$ cat config.mk
export PLATFORM = sky130hd
export DESIGN_NAME = uart_rx_frame_flat
export DESIGN_NICKNAME = d
export VERILOG_FILES = /design/src/rtl/uart_rx_frame_if.sv /design/src/rtl/uart_rx_frame.sv /design/src/flat_wrapper.sv
export SDC_FILE = /design/constraint.sdc
export NUM_CORES = 1
export LEC_CHECK = 0
export CAP_MARGIN = 5
export CORE_MARGIN = 5
export CORE_UTILIZATION = 35
export CTS_CLUSTER_DIAMETER = 150
export DETAILED_ROUTE_END_ITERATION = 10
export PLACE_DENSITY_LB_ADDON = 0.12
export SYNTH_ARGS = -nofsm -noshare
export SYNTH_HDL_FRONTEND = slang
export SYNTH_SLANG_ARGS = --single-unit
$ cat constraint.sdc
create_clock -name clk -period 2.1 [get_ports clk]
set_input_delay 0.42 -clock clk [delete_from_list [all_inputs] [get_ports clk]]
set_output_delay 0.42 -clock clk [all_outputs]
set_load 0.005 [all_outputs]
$ cat src/rtl/uart_rx_frame_if.sv
// Receiver-side signal bundle for the UART receive framer.
// The master modport is the framer itself; the slave modport is the surroundings:
// the line, the baud controller and the parallel-data consumer.
interface uart_rx_frame_if #(
    parameter int DATA_BITS = 8
);
    logic                 Rx_EN;
    logic                 RxD;
    logic                 sample_ENABLE;
    logic [DATA_BITS-1:0] Rx_DATA;
    logic                 Rx_VALID;
    logic                 Rx_PERROR;
    logic                 Rx_FERROR;

    modport master (
        input  Rx_EN, RxD, sample_ENABLE,
        output Rx_DATA, Rx_VALID, Rx_PERROR, Rx_FERROR
    );

    modport slave (
        output Rx_EN, RxD, sample_ENABLE,
        input  Rx_DATA, Rx_VALID, Rx_PERROR, Rx_FERROR
    );
endinterface

$ cat src/rtl/uart_rx_frame.sv
// UART receive framer.
// - Synchronises RxD with two flops.
// - Finds the start bit and takes a three-sample majority vote at ticks 7/8/9 of each
//   bit, using the 16x oversampling tick.
// - Releases the frame at mid stop bit, so the receiver can resync to back-to-back frames.
module uart_rx_frame #(
    parameter int DATA_BITS  = 8,
    parameter int OVERSAMPLE = 16,
    parameter int PARITY_EN  = 1,
    parameter int PARITY_ODD = 0
) (
    input  logic              clk,
    input  logic              reset,
    uart_rx_frame_if.master   bus
);
    localparam int BW = $clog2(DATA_BITS);
    localparam logic [3:0] TICK_LAST = 4'(OVERSAMPLE - 1);
    localparam logic [3:0] TICK_V1   = 4'(OVERSAMPLE / 2 - 1);
    localparam logic [3:0] TICK_V2   = 4'(OVERSAMPLE / 2);
    localparam logic [3:0] TICK_V3   = 4'(OVERSAMPLE / 2 + 1);

    typedef enum logic [2:0] {
        S_IDLE, S_START, S_DATA, S_PARITY, S_STOP, S_BREAK
    } state_t;

    state_t               r_state;
    state_t               w_state_next;
    logic                 r_sync1, r_sync2;
    logic [3:0]           r_tick_cnt;
    logic [BW-1:0]        r_bit_cnt;
    logic                 r_s7, r_s8, r_vote;
    logic [DATA_BITS-1:0] r_shift;
    logic                 r_perr;
    logic [DATA_BITS-1:0] r_data;
    logic                 r_valid, r_perror, r_ferror;

    logic w_tick, w_vote, w_bit_end, w_last_bit, w_stop_done, w_perr_calc;

    // Decode the per-tick events that drive both the FSM and the datapath.
    always_comb begin
        w_tick      = bus.sample_ENABLE;
        w_vote      = (r_s7 & r_s8) | (r_s7 & r_sync2) | (r_s8 & r_sync2);
        w_bit_end   = w_tick && (r_tick_cnt == TICK_LAST);
        w_last_bit  = (r_bit_cnt == BW'(DATA_BITS - 1));
        w_stop_done = (r_state == S_STOP) && w_tick && (r_tick_cnt == TICK_V3);
        w_perr_calc = (^r_shift) ^ r_vote ^ 1'(PARITY_ODD);
    end

    // State register.
    always_ff @(posedge clk) begin
        if (reset) r_state <= S_IDLE;
        else       r_state <= w_state_next;
    end

    // Next-state logic; a low enable overrides any pending tick.
    always_comb begin
        w_state_next = r_state;
        if (!bus.Rx_EN) begin
            w_state_next = S_IDLE;
        end else begin
            case (r_state)
                S_IDLE:   if (w_tick && !r_sync2) w_state_next = S_START;
                S_START:  if (w_bit_end) w_state_next = r_vote ? S_IDLE : S_DATA;
                S_DATA:   if (w_bit_end && w_last_bit)
                              w_state_next = (PARITY_EN != 0) ? S_PARITY : S_STOP;
                S_PARITY: if (w_bit_end) w_state_next = S_STOP;
                S_STOP:   if (w_stop_done) w_state_next = w_vote ? S_IDLE : S_BREAK;
                S_BREAK:  if (w_tick && r_sync2) w_state_next = S_IDLE;
                default:  w_state_next = S_IDLE;
            endcase
        end
    end

    // Datapath: synchroniser, tick/bit counters, vote samples, shifter and output registers.
    always_ff @(posedge clk) begin
        if (reset) begin
            r_sync1    <= 1'b1;
            r_sync2    <= 1'b1;
            r_tick_cnt <= '0;
            r_bit_cnt  <= '0;
            r_s7       <= 1'b0;
            r_s8       <= 1'b0;
            r_vote     <= 1'b0;
            r_shift    <= '0;
            r_perr     <= 1'b0;
            r_data     <= '0;
            r_valid    <= 1'b0;
            r_perror   <= 1'b0;
            r_ferror   <= 1'b0;
        end else begin
            r_sync1 <= bus.RxD;
            r_sync2 <= r_sync1;
            r_valid <= 1'b0;
            if (!bus.Rx_EN) begin
                r_tick_cnt <= '0;
                r_bit_cnt  <= '0;
                r_s7       <= 1'b0;
                r_s8       <= 1'b0;
                r_vote     <= 1'b0;
            end else if (w_tick) begin
                // Tick counter: the detect tick is tick 0 of the start bit.
                // The count wraps at every bit boundary; stop ends early at mid-bit.
                case (r_state)
                    S_IDLE:  r_tick_cnt <= r_sync2 ? 4'd0 : 4'd1;
                    S_BREAK: r_tick_cnt <= '0;
                    S_STOP:  r_tick_cnt <= (r_tick_cnt == TICK_V3) ? 4'd0 : r_tick_cnt + 4'd1;
                    default: r_tick_cnt <= r_tick_cnt + 4'd1;
                endcase
                if (r_tick_cnt == TICK_V1) r_s7   <= r_sync2;
                if (r_tick_cnt == TICK_V2) r_s8   <= r_sync2;
                if (r_tick_cnt == TICK_V3) r_vote <= w_vote;
                if (w_bit_end) begin
                    case (r_state)
                        S_START:  r_bit_cnt <= '0;
                        S_DATA: begin
                            r_shift   <= {r_vote, r_shift[DATA_BITS-1:1]};
                            r_bit_cnt <= w_last_bit ? '0 : r_bit_cnt + 1'b1;
                        end
                        S_PARITY: r_perr <= w_perr_calc;
                        default: ;
                    endcase
                end
                if (w_stop_done) begin
                    r_data   <= r_shift;
                    r_perror <= (PARITY_EN != 0) ? r_perr : 1'b0;
                    r_ferror <= ~w_vote;
                    r_valid  <= w_vote && !((PARITY_EN != 0) && r_perr);
                end
            end
        end
    end

    assign bus.Rx_DATA   = r_data;
    assign bus.Rx_VALID  = r_valid;
    assign bus.Rx_PERROR = r_perror;
    assign bus.Rx_FERROR = r_ferror;
endmodule
$ cat src/flat_wrapper.sv
// flat-port wrapper written by rule: the top's interface ports become plain ports
module uart_rx_frame_flat 
#(
    parameter int DATA_BITS  = 8,
    parameter int OVERSAMPLE = 16,
    parameter int PARITY_EN  = 1,
    parameter int PARITY_ODD = 0
)
  (clk, reset, bus_Rx_EN, bus_RxD, bus_sample_ENABLE, bus_Rx_DATA, bus_Rx_VALID, bus_Rx_PERROR, bus_Rx_FERROR);
  uart_rx_frame_if #(.DATA_BITS(DATA_BITS)) bus_i ();
  input  logic clk;
  input  logic reset;
  input wire logic [$bits(bus_i.Rx_EN)-1:0] bus_Rx_EN;
  input wire logic [$bits(bus_i.RxD)-1:0] bus_RxD;
  input wire logic [$bits(bus_i.sample_ENABLE)-1:0] bus_sample_ENABLE;
  output wire logic [$bits(bus_i.Rx_DATA)-1:0] bus_Rx_DATA;
  output wire logic [$bits(bus_i.Rx_VALID)-1:0] bus_Rx_VALID;
  output wire logic [$bits(bus_i.Rx_PERROR)-1:0] bus_Rx_PERROR;
  output wire logic [$bits(bus_i.Rx_FERROR)-1:0] bus_Rx_FERROR;
  assign bus_i.Rx_EN = bus_Rx_EN;
  assign bus_i.RxD = bus_RxD;
  assign bus_i.sample_ENABLE = bus_sample_ENABLE;
  assign bus_Rx_DATA = bus_i.Rx_DATA;
  assign bus_Rx_VALID = bus_i.Rx_VALID;
  assign bus_Rx_PERROR = bus_i.Rx_PERROR;
  assign bus_Rx_FERROR = bus_i.Rx_FERROR;
  uart_rx_frame #(.DATA_BITS(DATA_BITS), .OVERSAMPLE(OVERSAMPLE), .PARITY_EN(PARITY_EN), .PARITY_ODD(PARITY_ODD)) u_core (.clk(clk), .reset(reset), .bus(bus_i));
endmodule
Word level (Yosys, flattened, before mapping):

Index checks and enable logic that the tools add are counted.

* register bits: 35
* bits of input ports: 5
* output and inout port bits: 11
* word-level logic and storage cells: 78

* add/subtract/negate cells: 2
* eq/ne operators: 16
* mux-type cells: 14
* bitwise gates (word level): 10
* reductions and logical operators: 22

Operators with widths (count)
* 3-bit two-way mux: 8
* 3-bit one-hot mux with 6 select lines: 1
* 4-bit equality test, second input constant: 3
* 2-bit by 1-bit inequality test with 1-bit output, second input constant: 6
* 4-bit one-hot mux with 3 select lines: 1
* 3-bit equality test, second input constant: 3
* 4-bit AND reduction: 2
* 8-bit parity: 1
* 1-bit logical AND: 7
* 3-bit by 2-bit equality test with 1-bit output, second input constant: 2
* 3-bit one-hot mux with 2 select lines: 1
* 2-bit AND reduction: 3
* 3-bit AND reduction: 2
* 6-bit AND reduction: 1
* 4-bit by 1-bit adder with 4-bit output, second input constant: 1
* 4-bit by 3-bit equality test with 1-bit output, second input constant: 1
* 4-bit two-way mux: 1
* 1-bit inverter: 4
* 4-bit OR reduction: 1
* 3-bit by 1-bit adder with 3-bit output, second input constant: 1
* 1-bit AND: 3
* 3-bit by 1-bit equality test with 1-bit output, second input constant: 1
* 3-bit logical NOT: 1
* 1-bit logical NOT: 2
* 6 further kinds: 7

Depth between registers and ports, before layout:

Gate-level depths: netlist of run 1.

* depth after elaboration: 6
* depth in mapped cells: 7
* gate-level depth less buffers: 7

Least setup slack after synthesis of run 1:

Ideal clock, no wire load.

* path type: reg-to-reg
* from: register u_core.r_tick_cnt[0]
* to: register u_core.r_shift[5]
* library setup time: 0.128 ns
* arrival time: 1.479 ns
* required time: 1.972 ns
* setup slack: 0.493 ns
* stages on the path, launching flop included: 8
* buffers on the path: 1
* period minus slack after synthesis: 1.607 ns
* path through: dfxtp_1 > ha_1 > and4_2 > and2_1 > buf_4 > nand3_4 > mux2i_1 > nor2_1

* longest elaborated chain between the ends: 3

Ends and longest elaborated chain
* from (decl): line uart_rx_frame.sv:29 `logic [3:0] r_tick_cnt;`
* from (signal assigned): line uart_rx_frame.sv:104 `S_IDLE: r_tick_cnt <= r_sync2 ? 4'd0 : 4'd1;`
* from (signal assigned): line uart_rx_frame.sv:106 `S_STOP: r_tick_cnt <= (r_tick_cnt == TICK_V3) ? 4'd0 : r_tick_cnt + 4'd1;`
* from (signal assigned): line uart_rx_frame.sv:107 `default: r_tick_cnt <= r_tick_cnt + 4'd1;`
* 4-bit equality test: line uart_rx_frame.sv:43 `w_bit_end = w_tick && (r_tick_cnt == TICK_LAST);`
* 1-bit logical AND: line uart_rx_frame.sv:43
* 4-bit AND reduction (no source line)
* to (signal assigned): line uart_rx_frame.sv:116 `r_shift <= {r_vote, r_shift[DATA_BITS-1:1]};`
* to (decl): line uart_rx_frame.sv:32 `logic [DATA_BITS-1:0] r_shift;`

No other way between the ends.
A chain may end at the register's enable or synchronous reset.

Worst setup path after layout of run 1:

* from: input bus_sample_ENABLE
* to: register u_core.r_state[2]

* longest elaborated chain between the ends: 4
* elaborated cells on any way between the ends: 13
* classes of those cells: eq/ne: 6; reduce/logical: 7

Ends and longest elaborated chain
* from (decl): line flat_wrapper.sv:15 `input wire logic [$bits(bus_i.sample_ENABLE)-1:0] bus_sample_ENABLE;`
* 1-bit logical AND, on equally long branches: line uart_rx_frame.sv:45, uart_rx_frame.sv:43
* 1-bit logical AND, on equally long branches: line uart_rx_frame.sv:45, uart_rx_frame.sv:64
* 2-bit by 1-bit inequality test with 1-bit output (no source line)
* 6-bit AND reduction (no source line) (*)
* to (signal assigned): line uart_rx_frame.sv:52 `else r_state <= w_state_next;`
* to (decl): line uart_rx_frame.sv:26 `state_t r_state;`

Mark *: on every way between the ends. The rest lies on a longest branch, timed or not.

==> metrics.cfg, run 1 <==
[placed_design]
gp_congestion=0.8518
dpl.hpwl_um=2406
placement.io_buffers=15
dp_slack_ps=30.54

[clock_tree]
cts_buffer_depth=2
clk_latency_ps=280
cts_hold_buf=0
clock-root-buffer=clkbuf_8
cts.sinks=35
cts_setup_buffers=0
clk_pin_slew_ps=70
cts_buffers=5
cts_htree_levels=2
cts_resized=0
cts_tree=built

[synthesis]
yosysTopAreaCell=dfxtp_1
synth_cell_types=46
synth_area_um2=1654
synth-seq-area-share_pct=42.36
synth_top_cell_area_share_pct=42.36
ys_warn_count=0
synth_fp_nets=181
ys.flop_type=dfxtp_1
synth.area.top_cells=dfxtp_1, mux2i_1, nor2_1
synth_edf_count=0
avgSynthCellArea_um2=9.673
ys_seq_elements=35
synthCells=171
async_flop_share_pct=0

[critical_path]
worst-path-max-fanout=5
slowest_stage=clkdlybuf4s50_1
path_buf_inv=2
cp_top_family=buffers and inverters
arrival_ps=1970
rrSetupSlack_ps=330
crit_chain=clkdlybuf4s50_1 -> and4_2 -> and2_1 -> buf_4 -> a222oi_1 -> nor2_1
max_stage_delay_ps=500
required_ps=2260
endpoint_kind=flip-flop
cp-start-kind=input pin
criticalPathCategory=in -> reg

[timing]
finalSetupViolCount=0
slew_headroom_pct=64.03
timing.setup.tns_ps=0
rsz0062_at_grt=false
finalHoldViolCount=0
fmax_mhz=551.9
worstMarginPinSlew_ps=537.6
skew_ps=5.771
whs_ps=419.4
maxSlewViolCount=0
setup_ws_ps=288.2
fin_crit_sh_pct=86.28
period_needed_ps=1812

[layout]
fill_cells=468
antenna_cells=0
areaGrowthSynthToFinish_pct=18.08
final_nets=200
layout-drive-gt1-share_pct=12.63

[worst_hold_path]
hold_class=reg -> reg

[floorplan]
rows=25
io_pins=16
die-area_um2=6201
start_util_pct=35.49
dieWidth_um=78.75
coreArea_um2=4661
die_h_um=78.75

[power]
clock_power_share_pct=39.4
power.leakage_nw=0.8634
switching_share_pct=22.73
internal_power_mw=0.9129
ir_drop_uv=344.5
pwr-share-comb_pct=3.9
p_switching_mw=0.2686
powerDensity_nw_per_um2=604.9
p_seq_share_pct=56.7

[global_routing]
grt_pass1_wl_um=5892
grt_max_degree=22
overflow=0
grt_pass1_vias=1277
antenna_found_initial=0
track_usage_pct=12.30

[status]
status=finished, final reports clean

[drt]
post_drt_wl_per_cell_um=13.59
drc=0
drt-total-wl_um=3316
first_pass_iters=4
avgViaCountPerCell=5.090
initialDrtViolationCount=64
ant_nets=0
vias=1242

[job]
max-cap-violations=0

[sequential cells by signal, indices dropped and copies added (netlist names)]
name                  count
u_core.r_sync1            1
u_core.r_s8               1
u_core.r_sync2            1
u_core.r_perr             1
u_core.r_tick_cnt         4
u_core.bus.Rx_DATA        8
u_core.bus.Rx_VALID       1
u_core.bus.Rx_PERROR      1
u_core.r_bit_cnt          3
u_core.r_vote             1
u_core.r_shift            8
u_core.r_s7               1
u_core.r_state            3
u_core.bus.Rx_FERROR      1
[worst reg2reg max path, delay by kind of cell, from the launching register on]
family	cells	cell delay [ps]
flip-flops	1	360
AO/OA/AOI/OAI	1	310
buffers and inverters	1	170
adder cells (fa/ha/maj)	1	260
AND/OR/NAND/NOR	3	560
[per-layer routing]
metal | track usage, % | routed length (um) | vias to the layer above
met5 | 0 | 0 | -
met4 | 7.692 | 79 | 0
met3 | 3.515 | 133 | 6
met2 | 20.03 | 1616 | 23
met1 | 14.13 | 1487 | 582
li1 | - | - | 631
[cell usage in the layout, fill, tap and decap left out, drive strengths merged, types with 5 or more instances in the layout]
master         netlist  final
clkdlybuf4s50        0     15
buf                  6      6
dfxtp               35     35
nand2                6      6
clkbuf               3      5
nor2                35     35
ha                   5      5
o21ai                5      5
xnor2                6      6
mux2i               22     22
[Yosys cell counts, types with 2 or more instances]
cell / n
ha_1: 5
nor3_1: 3
buf_2: 4
nand2b_1: 3
mux2i_1: 22
nand4b_1: 2
nand2_1: 6
xnor2_1: 6
a21oi_1: 2
nor2_1: 35
nand3_1: 2
nor2b_1: 3
dfxtp_1: 35
a32oi_1: 3
buf_4: 2
o21ai_1: 3
clkbuf_1: 3
inv_1: 3
or2_2: 2
[power groups by stage]
stage / Combinational, mW / Sequential, mW / Clock, mW
floorplan: 0.0284 / 0.684 / 0
global placement: 0.0445 / 0.685 / 0
detailed placement: 0.0460 / 0.685 / 0
CTS: 0.0461 / 0.670 / 0.494
global route: 0.0511 / 0.670 / 0.515
finish: 0.0456 / 0.670 / 0.466
[logic make-up (layout without fill, tap and decap cells)]
logic type / Yosys count / in the layout / share of synthesized area [%]
AO/OA/AOI/OAI: 22 / 22 / 10.97
flip-flops: 35 / 35 / 42.36
buffers and inverters: 12 / 31 / 3.479
AND/OR/NAND/NOR: 67 / 67 / 21.03
XOR/XNOR: 8 / 8 / 5.068
multiplexers: 22 / 22 / 13.31
adder cells (fa/ha/maj): 5 / 5 / 3.782
[stage by stage]
step	instances	cell area, um^2	power (mW)	utilization, %
after floorplan	171	1654	0.7119	-
after global placement	237	1871	0.7300	40.13
after detailed placement	237	1871	0.7315	40.13
after CTS	244	1953	1.210	41.91
after global routing	244	1953	1.237	41.91
final	244	1953	1.181	41.91
[final timing paths]
path / startpoint / end / cells past startpoint
max: bus_sample_ENABLE / u_core.r_state[2]$_SDFFE_PP0P_ / 6
min: u_core.r_sync1$_SDFF_PP1_ / u_core.r_sync2$_SDFF_PP1_ / 1
max reg2reg: u_core.r_tick_cnt[0]$_SDFFE_PP0P_ / u_core.r_state[2]$_SDFFE_PP0P_ / 6
min reg2reg: u_core.r_sync1$_SDFF_PP1_ / u_core.r_sync2$_SDFF_PP1_ / 1
[cell type report]
class	instances	area, um^2	area share (%)
multi-input cells	124	895.9	45.87
clock inverters	2	13.76	0.7047
flip-flops and latches	35	700.7	35.87
repair buffers	21	195.2	9.994
clock buffers	5	68.82	3.523
well taps	54	67.56	3.459
inverters	3	11.26	0.5766
Power figures use the tool's default switching activity.
==> run 2, diff against run 1 <==
--- a/config.mk
+++ b/config.mk
@@ -8,6 +8,7 @@
 export CAP_MARGIN = 5
 export CORE_MARGIN = 5
 export CORE_UTILIZATION = 35
+export CTS_BUF_LIST = sky130_fd_sc_hd__clkbuf_4 sky130_fd_sc_hd__clkbuf_8 sky130_fd_sc_hd__clkbuf_16
 export CTS_CLUSTER_DIAMETER = 150
 export DETAILED_ROUTE_END_ITERATION = 10
 export PLACE_DENSITY_LB_ADDON = 0.12
==> results of run 2 <==
Final layout, timing and power as in run 1 (identical DEF).
